<file path="src/rtl/hw_svm_pkg.sv">
// hw_svm_pkg: shared types, state encoding and default model contents for hw_svm_core.
package hw_svm_pkg;

    localparam int N_FEAT_DEF = 4;
    localparam int DATA_W_DEF = 16;

    typedef logic signed [DATA_W_DEF-1:0] data_t;

    typedef enum logic [1:0] {
        ST_IDLE,
        ST_MAC,
        ST_SIGN,
        ST_DONE
    } svm_state_e;

    localparam data_t WEIGHTS [N_FEAT_DEF] = '{16'sd3, -16'sd2, 16'sd1, 16'sd4};
    localparam data_t SAMPLE  [N_FEAT_DEF] = '{16'sd1, 16'sd2, 16'sd3, 16'sd1};
    localparam data_t BIAS = -16'sd5;

endpackage

</file>
<file path="src/rtl/hw_svm_core_mac.sv">
// svm_mac: signed multiply-accumulate with synchronous clear and enable.
//   clk, rst_n : clock, asynchronous active-low reset
//   clr        : zero the accumulator on the next edge (wins over en)
//   en         : add a*b to the accumulator on the next edge
//   a, b       : signed operands
//   acc        : registered accumulator
module svm_mac #(
    parameter int DATA_W = 16,
    parameter int ACC_W  = 35
) (
    input  logic                     clk,
    input  logic                     rst_n,
    input  logic                     clr,
    input  logic                     en,
    input  logic signed [DATA_W-1:0] a,
    input  logic signed [DATA_W-1:0] b,
    output logic signed [ACC_W-1:0]  acc
);

    logic signed [2*DATA_W-1:0] prod;
    logic signed [ACC_W-1:0]    acc_d, acc_q;

    always_comb begin
        prod  = a * b;
        acc_d = clr ? '0
              : en  ? acc_q + {{(ACC_W-2*DATA_W){prod[2*DATA_W-1]}}, prod}
              : acc_q;
    end

    always_ff @(posedge clk or negedge rst_n) begin
        if (!rst_n) acc_q <= '0;
        else        acc_q <= acc_d;
    end

    assign acc = acc_q;

endmodule

</file>
<file path="src/rtl/hw_svm_core.sv">
// hw_svm_core: fixed-model linear SVM classifier, one MAC per clock, label on a valid/ready channel.
//   clk         : rising-edge clock
//   rst         : asynchronous active-low reset
//   start       : request one classification (honoured only in IDLE)
//   label       : 1 when w.x + b >= 0, else 0
//   label_valid : label is valid, held until accepted
//   label_ready : consumer accepts label
module hw_svm_core
    import hw_svm_pkg::*;
#(
    parameter int N_FEAT = N_FEAT_DEF,
    parameter int DATA_W = DATA_W_DEF,
    parameter int ACC_W  = 2*DATA_W + $clog2(N_FEAT) + 1,
    parameter logic signed [DATA_W-1:0] W_INIT [N_FEAT] = WEIGHTS,
    parameter logic signed [DATA_W-1:0] X_INIT [N_FEAT] = SAMPLE,
    parameter logic signed [DATA_W-1:0] BIAS_P = BIAS
) (
    input  logic clk,
    input  logic rst,
    input  logic start,
    output logic label,
    output logic label_valid,
    input  logic label_ready
);

    localparam int IDX_W = (N_FEAT > 1) ? $clog2(N_FEAT) : 1;

    svm_state_e              state_q, state_d;
    logic [IDX_W-1:0]        idx_q, idx_d;
    logic                    label_q, label_d;
    logic                    valid_q, valid_d;
    logic                    mac_clr, mac_en;
    logic signed [ACC_W-1:0] acc;
    logic signed [ACC_W-1:0] bias_ext;

    assign bias_ext = {{(ACC_W-DATA_W){BIAS_P[DATA_W-1]}}, BIAS_P};

    svm_mac #(
        .DATA_W (DATA_W),
        .ACC_W  (ACC_W)
    ) u_mac (
        .clk   (clk),
        .rst_n (rst),
        .clr   (mac_clr),
        .en    (mac_en),
        .a     (W_INIT[idx_q]),
        .b     (X_INIT[idx_q]),
        .acc   (acc)
    );

    always_ff @(posedge clk or negedge rst) begin
        if (!rst) begin
            state_q <= ST_IDLE;
            idx_q   <= '0;
            label_q <= 1'b0;
            valid_q <= 1'b0;
        end else begin
            state_q <= state_d;
            idx_q   <= idx_d;
            label_q <= label_d;
            valid_q <= valid_d;
        end
    end

    always_comb begin
        state_d = state_q;
        case (state_q)
            ST_IDLE: state_d = start ? ST_MAC : ST_IDLE;
            ST_MAC:  state_d = (idx_q == IDX_W'(N_FEAT-1)) ? ST_SIGN : ST_MAC;
            ST_SIGN: state_d = ST_DONE;
            ST_DONE: state_d = label_ready ? ST_IDLE : ST_DONE;
            default: state_d = ST_IDLE;
        endcase
    end

    // Label and valid are registered here so the outputs never see an input combinationally.
    always_comb begin
        idx_d   = idx_q;
        label_d = label_q;
        valid_d = valid_q;
        mac_clr = 1'b0;
        mac_en  = 1'b0;
        case (state_q)
            ST_IDLE: begin
                mac_clr = start;
                idx_d   = start ? '0 : idx_q;
            end
            ST_MAC: begin
                mac_en = 1'b1;
                idx_d  = idx_q + IDX_W'(1);
            end
            ST_SIGN: begin
                // Non-negative sum (including exactly zero) is class 1.
                label_d = (acc + bias_ext) >= 0;
                valid_d = 1'b1;
            end
            ST_DONE: valid_d = !label_ready;
            default: ;
        endcase
    end

    assign label       = label_q;
    assign label_valid = valid_q;

endmodule

</file>
<file path="config.mk">
export PLATFORM = sky130hd
export DESIGN_NAME = hw_svm_core
export DESIGN_NICKNAME = d
export VERILOG_FILES = /design/src/rtl/hw_svm_pkg.sv /design/src/rtl/hw_svm_core_mac.sv /design/src/rtl/hw_svm_core.sv
export SDC_FILE = /design/constraint.sdc
export NUM_CORES = 1
export LEC_CHECK = 0
export BUFFER_PORTS_ARGS = -buffer_cell sky130_fd_sc_hd__buf_4
export CAP_MARGIN = 0
export CORE_MARGIN = 2
export CORE_UTILIZATION = 45
export CTS_BUF_LIST = sky130_fd_sc_hd__clkbuf_2 sky130_fd_sc_hd__clkbuf_4 sky130_fd_sc_hd__clkbuf_8
export CTS_CLUSTER_DIAMETER = 60
export DETAILED_ROUTE_END_ITERATION = 8
export GPL_TIMING_DRIVEN = 0
export HOLD_SLACK_MARGIN = 0.12
export SLEW_MARGIN = 0
export SYNTH_ARGS = -nofsm -noshare
export SYNTH_HDL_FRONTEND = slang
export SYNTH_HIERARCHICAL = 1
export SYNTH_SLANG_ARGS = --single-unit
</file>
<file path="constraint.sdc">
create_clock -name clk -period 11.2 [get_ports clk]
set_clock_uncertainty 0.1 [all_clocks]
set_input_delay 0.56 -clock clk [delete_from_list [all_inputs] [get_ports clk]]
set_output_delay 0.56 -clock clk [all_outputs]
set_load 0.01 [all_outputs]
</file>
==> metrics, run 1 <==
Worst slew margin 31.0%; status completed; Total GRT Usage 20.0%; CP endpoint kind register; core footprint 28800 um^2; CP max-delay cell fa_1; Post-Syn Instances 1459; H-tree levels 2; sequential area share after synthesis 7.77%; CTS sink count 41; final wirelength 28.3 mm; Post-synth EDFFs 0; WP data required 11.28 ns; Clock Latency Late Sink 0.31 ns; Final Critical Period 10.38 ns; Synth Register Bits 41; footprint of the multi-input gates 11300 um^2; DRC viols 0; Synth Cell Area 13200 um^2; Final Cell Area 14200 um^2; Synth warnings 6; Antenna Violating Nets Remaining 0; FMAX 96.4 MHz; ys flop type dfrtp_1; unrepaired setup endpoints after global routing false; Pre-antenna DRT Iters 5; Crit Path Class reg2reg; fin nets 1956; GR peak layer met2; Unique masters post-synth 63; Num CTS Buffers 5; first-pass GRT wire length 49.9 mm; Max Root-Sink Buffers 2; largest net degree at the start of global routing 64; FILL cells 2818; Via Count 9519; syn avg cell area 9.05 um^2; Die Span Y 175 um; post-DR vias/cell 4.88; layout cell share with drive strength beyond 1 2.42%; synth-to-layout area growth 7.78%; Setup-failing EPs final 0; initial detailed-routing violation count 366; max_cap viols 0; Rows 62; GR Util met2 34.5%; CTS root buffer clkbuf_8; number of global-route vias before repair 10.1k; Clock Pin Slew Worst Setup and Hold Paths 0.10 ns; GP Congestion 0.811; asr flop ratio synth 100%; met3 usage 0.887%; Worst Setup Start Kind register; placement-stage cell area 14100 um^2; initial antenna violation count 0; width of the die 175 um; drt wl/cell 14.5 um; Critical Path AT 10.46 ns; Post-CTS Repair Setup Buffers 0; io pins 6; Remaining Overflow, GRT 0; Worst path max stage delay 0.56 ns; Final Slew Violations 0; final period utilization 92.7%; Final Hold Vio Count 0; Hold Path Class in2async; port bufs 5; HPWL after detailed placement 24.5 mm; CTS tree yes; CP bufs+invs 7; WHS 0.136 ns; CP delay by family, top adder cells; critical path peak fanout 63; met1 Use GR 29.0%; Initial Util 45.9%; DIE AREA 30700 um^2; register area 1030 um^2; CP most frequent cell fa_1; antenna diode count 0; actual slew at the worst max-slew pin 1.03 ns; Sum Neg Setup Slack 0 ns
## state kept, by name (all words and copies together), names as in the netlist
| name | count |
|---|---|
| label_valid | 1 |
| state_q | 2 |
| u_mac/acc | 35 |
| idx_q | 2 |
| label | 1 |
## synth_stat cells, types with 4 or more instances
| cell | n | share of area [%] |
|---|---|---|
| clkbuf_1 | 37 | 1.1 |
| o31ai_1 | 5 | 0.28 |
| a31oi_1 | 7 | 0.33 |
| o21ai_0 | 24 | 0.91 |
| dfrtp_1 | 41 | 7.8 |
| nor4_1 | 10 | 0.47 |
| inv_1 | 303 | 8.6 |
| fa_1 | 263 | 40 |
| and3_1 | 5 | 0.24 |
| nor3_1 | 16 | 0.61 |
| xnor2_1 | 40 | 2.7 |
| ha_1 | 122 | 12 |
| nand2b_1 | 10 | 0.47 |
| a21oi_1 | 48 | 1.8 |
| a211oi_1 | 6 | 0.34 |
| o21a_1 | 14 | 0.80 |
| nand2_1 | 158 | 4.5 |
| a211o_1 | 4 | 0.27 |
| a21oi_2 | 5 | 0.33 |
| nand3_1 | 18 | 0.68 |
| nor2_1 | 67 | 1.9 |
| and2_1 | 121 | 5.7 |
| a22o_1 | 6 | 0.40 |
| a21o_1 | 24 | 1.4 |
| xor2_1 | 21 | 1.4 |
| mux2i_1 | 20 | 1.5 |
| nor2b_1 | 8 | 0.38 |
## per-stage QoR
| stage | cells | setup WS (ns) | util, % |
|---|---|---|---|
| final | 1952 | 0.823 | 49.4 |
| after global routing | 1952 | 0.128 | 49.4 |
| after CTS | 1952 | 0.507 | 49.4 |
| after detailed placement | 1944 | 0.611 | 49.0 |
| after global placement | 1943 | -0.543 | 48.9 |
| after floorplan | 1554 | 1.79 | - |
## placed cells by master (no fill, tap or decap), types with 6 or more instances in the layout
cell	count
fa_1	263
nand3_1	18
nor2b_1	8
and2_1	121
xor2_1	21
ha_1	121
mux2i_1	20
a31oi_1	7
nand2_1	158
a22o_1	6
a21o_1	24
nor4_1	10
dfrtp_1	41
nor2_1	67
o21a_1	14
inv_1	303
a21oi_1	48
clkbuf_1	37
nor3_1	16
a211oi_1	6
nand2b_1	10
conb_1	96
clkbuf_8	6
o21ai_0	24
xnor2_1	40
## cells by family after synthesis
logic type / Yosys count / share of synthesized area [%]
simple gates: 437 / 16.5
other cells: 1 / 0.0284
fa+ha+maj: 385 / 51.5
flops: 41 / 7.77
mux: 22 / 1.69
buf+inv: 343 / 9.76
compound gates: 169 / 8.78
xor+xnor: 61 / 4.05
## worst reg2reg max path, delay by kind of cell (launching register included)
kind                       cells  cell delay [ns]
xor gates and xnor gates       1             0.10
DFF                            1             0.41
muxes                          1             0.33
AOI/OAI and AO/OA              7             1.48
adders and majority gates      9             4.01
buffers and inverters          7             1.69
and+or+nand+nor               10             2.14
## routing by layer
layer | up-vias | routed length (um)
li1 | 4654 | -
met1 | 4757 | 13600
met2 | 91 | 13900
met3 | 17 | 522
met4 | 0 | 277
met5 | - | 0
## worst paths after layout
path	startpoint	endpoint	slack, ns	cells past startpoint
setup reg to reg	idx_q[1]	u_mac/acc[34]	0.82	35
hold / removal	rst	u_mac/acc[6]	0.14	1
hold reg to reg	label	label	0.39	2
max in group asynchronous	rst	u_mac/acc[16]	10.48	1
setup / recovery	idx_q[1]	u_mac/acc[34]	0.82	35
min in group clk	label	label	0.39	2
## area by class of cell
cell class | instances | share of cell area (%)
plain buffers | 40 | 1.06
clock buffers | 6 | 0.581
clock inverters | 2 | 0.264
inverters | 303 | 8.00
multi-input cells | 1170 | 79.1
flip-flops and latches | 41 | 7.21
well taps | 384 | 3.38
repair buffers | 6 | 0.405
## what timing repair did
| action | 4_1_cts | 5_1_grt |
|---|---|---|
| endpoints found under the setup margin | 0 | 1 |
| hold buffers | 0 | 0 |
| resized for setup | 0 | 1 |
| hold endpoints to repair | 0 | 0 |
Power of run 1 is not shown: default switching activity piles up to over one toggle a cycle in this logic, so the estimate is an artifact.
==> run 2: changes to the inputs <==
Settings changed: PLACE_DENSITY set to 0.59.
==> metrics, run 2 (synthesis results as in run 1) <==
fin nets 1957; layout cell share with drive strength beyond 1 2.49%; Remaining Overflow, GRT 0; Clock Pin Slew Worst Setup and Hold Paths 0.08 ns; WP data required 11.28 ns; Worst Setup Start Kind register; Worst slew margin 23.5%; final wirelength 28.4 mm; Crit Path Class reg2reg; HPWL after detailed placement 24.6 mm; GP Congestion 0.839; FMAX 96.4 MHz; DIE AREA 30700 um^2; Final Critical Period 10.37 ns; number of global-route vias before repair 10.0k; fin util 49.5%; Worst R2R End u_mac/acc[34]; critical path peak fanout 36; initial antenna violation count 0; final period utilization 92.6%; R2R Path Start idx_q[1]; io pins 6; most common cell after layout, fill and taps aside inv_1; status completed; placement-stage cell area 14100 um^2; Die Span Y 175 um; drt wl/cell 14.5 um; Final Cell Area 14300 um^2; core footprint 28800 um^2; largest net degree at the start of global routing 42; Via Count 9525; Setup-failing EPs final 0; Pre-antenna DRT Iters 5; unrepaired setup endpoints after global routing false; max reg flops 35; CTS root buffer clkbuf_8; port bufs 5; CP most frequent cell fa_1; antenna diode count 0; Final Hold Vio Count 0; first-pass GRT wire length 50.1 mm; synth-to-layout area growth 7.99%; Post-CTS Repair Setup Buffers 0; Clock Latency Late Sink 0.30 ns; max_cap viols 0; actual slew at the worst max-slew pin 1.15 ns; DRC viols 0; Antenna Violating Nets Remaining 0; CTS tree yes; CTS sink count 41; Resize count post-CTS 0; Critical Path AT 10.46 ns; Initial Util 45.9%; initial detailed-routing violation count 418; Final Slew Violations 0; CP endpoint kind register; hold_buf cts 0; post-DR vias/cell 4.88; Reg2Reg Depth 35; Max Root-Sink Buffers 2; Worst path max stage delay 0.55 ns; worst reg-to-reg setup slack 0.83 ns; Num CTS Buffers 5; CP max-delay cell fa_1; FILL cells 2835; Hold Path Class in2async; WHS 0.150 ns; Total GRT Usage 20.1%; width of the die 175 um; commonest cells after routing, fill and taps aside inv_1, fa_1, nand2_1; Rows 62; H-tree levels 2
==> run 2: worst max-delay path, delay by kind of cell (launching register included) <==
family          cells  cell delay, ns
xor+xnor            1            0.15
simple gates        7            1.49
buf+inv             7            1.62
compound gates     10            2.24
flops               1            0.41
fa+ha+maj           9            3.90
mux                 1            0.33
==> run 2: how the worst max path moves through the flow <==
stage,endpoint,slack [ns],start,cells after the start
final,u_mac/acc[34],0.83,idx_q[1],35
after global routing,u_mac/acc[34],0.20,idx_q[1],35
after CTS,u_mac/acc[34],0.49,idx_q[1],35
after detailed placement,u_mac/acc[34],0.54,idx_q[1],35
after global placement,u_mac/acc[34],-0.65,idx_q[1],33
after floorplan,u_mac/acc[34],1.79,idx_q[1],33
==> run 2: per-layer routing <==
metal	global-route usage [%]	vias up	routed length [um]
met2	33.8	118	13800
li1	-	4643	-
met4	3.13	0	372
met1	29.3	4745	13600
met3	1.36	19	656
met5	0	-	0
==> run 2: through the flow <==
stage / setup slack (ns) / setup TNS [ns] / cells
after floorplan: 1.79 / 0 / 1554
after global placement: -0.646 / -1.51 / 1943
after detailed placement: 0.538 / 0 / 1945
after CTS: 0.486 / 0 / 1953
after global routing: 0.197 / 0 / 1953
final: 0.825 / 0 / 1953
==> run 2: cell type report <==
type                            instances  area, um^2  share of cell area, %
Clock inverter                          1        30.0                  0.211
Multi-Input combinational cell       1170       11300                   79.0
Buffer                                 40         150                   1.05
Sequential cell                        41        1030                   7.20
Tap cell                              384         480                   3.37
Timing Repair Buffer                    7        85.1                  0.597
Inverter                              303        1140                   7.98
Clock buffer                            7        90.1                  0.632
Power of run 2 is left out for the same reason.
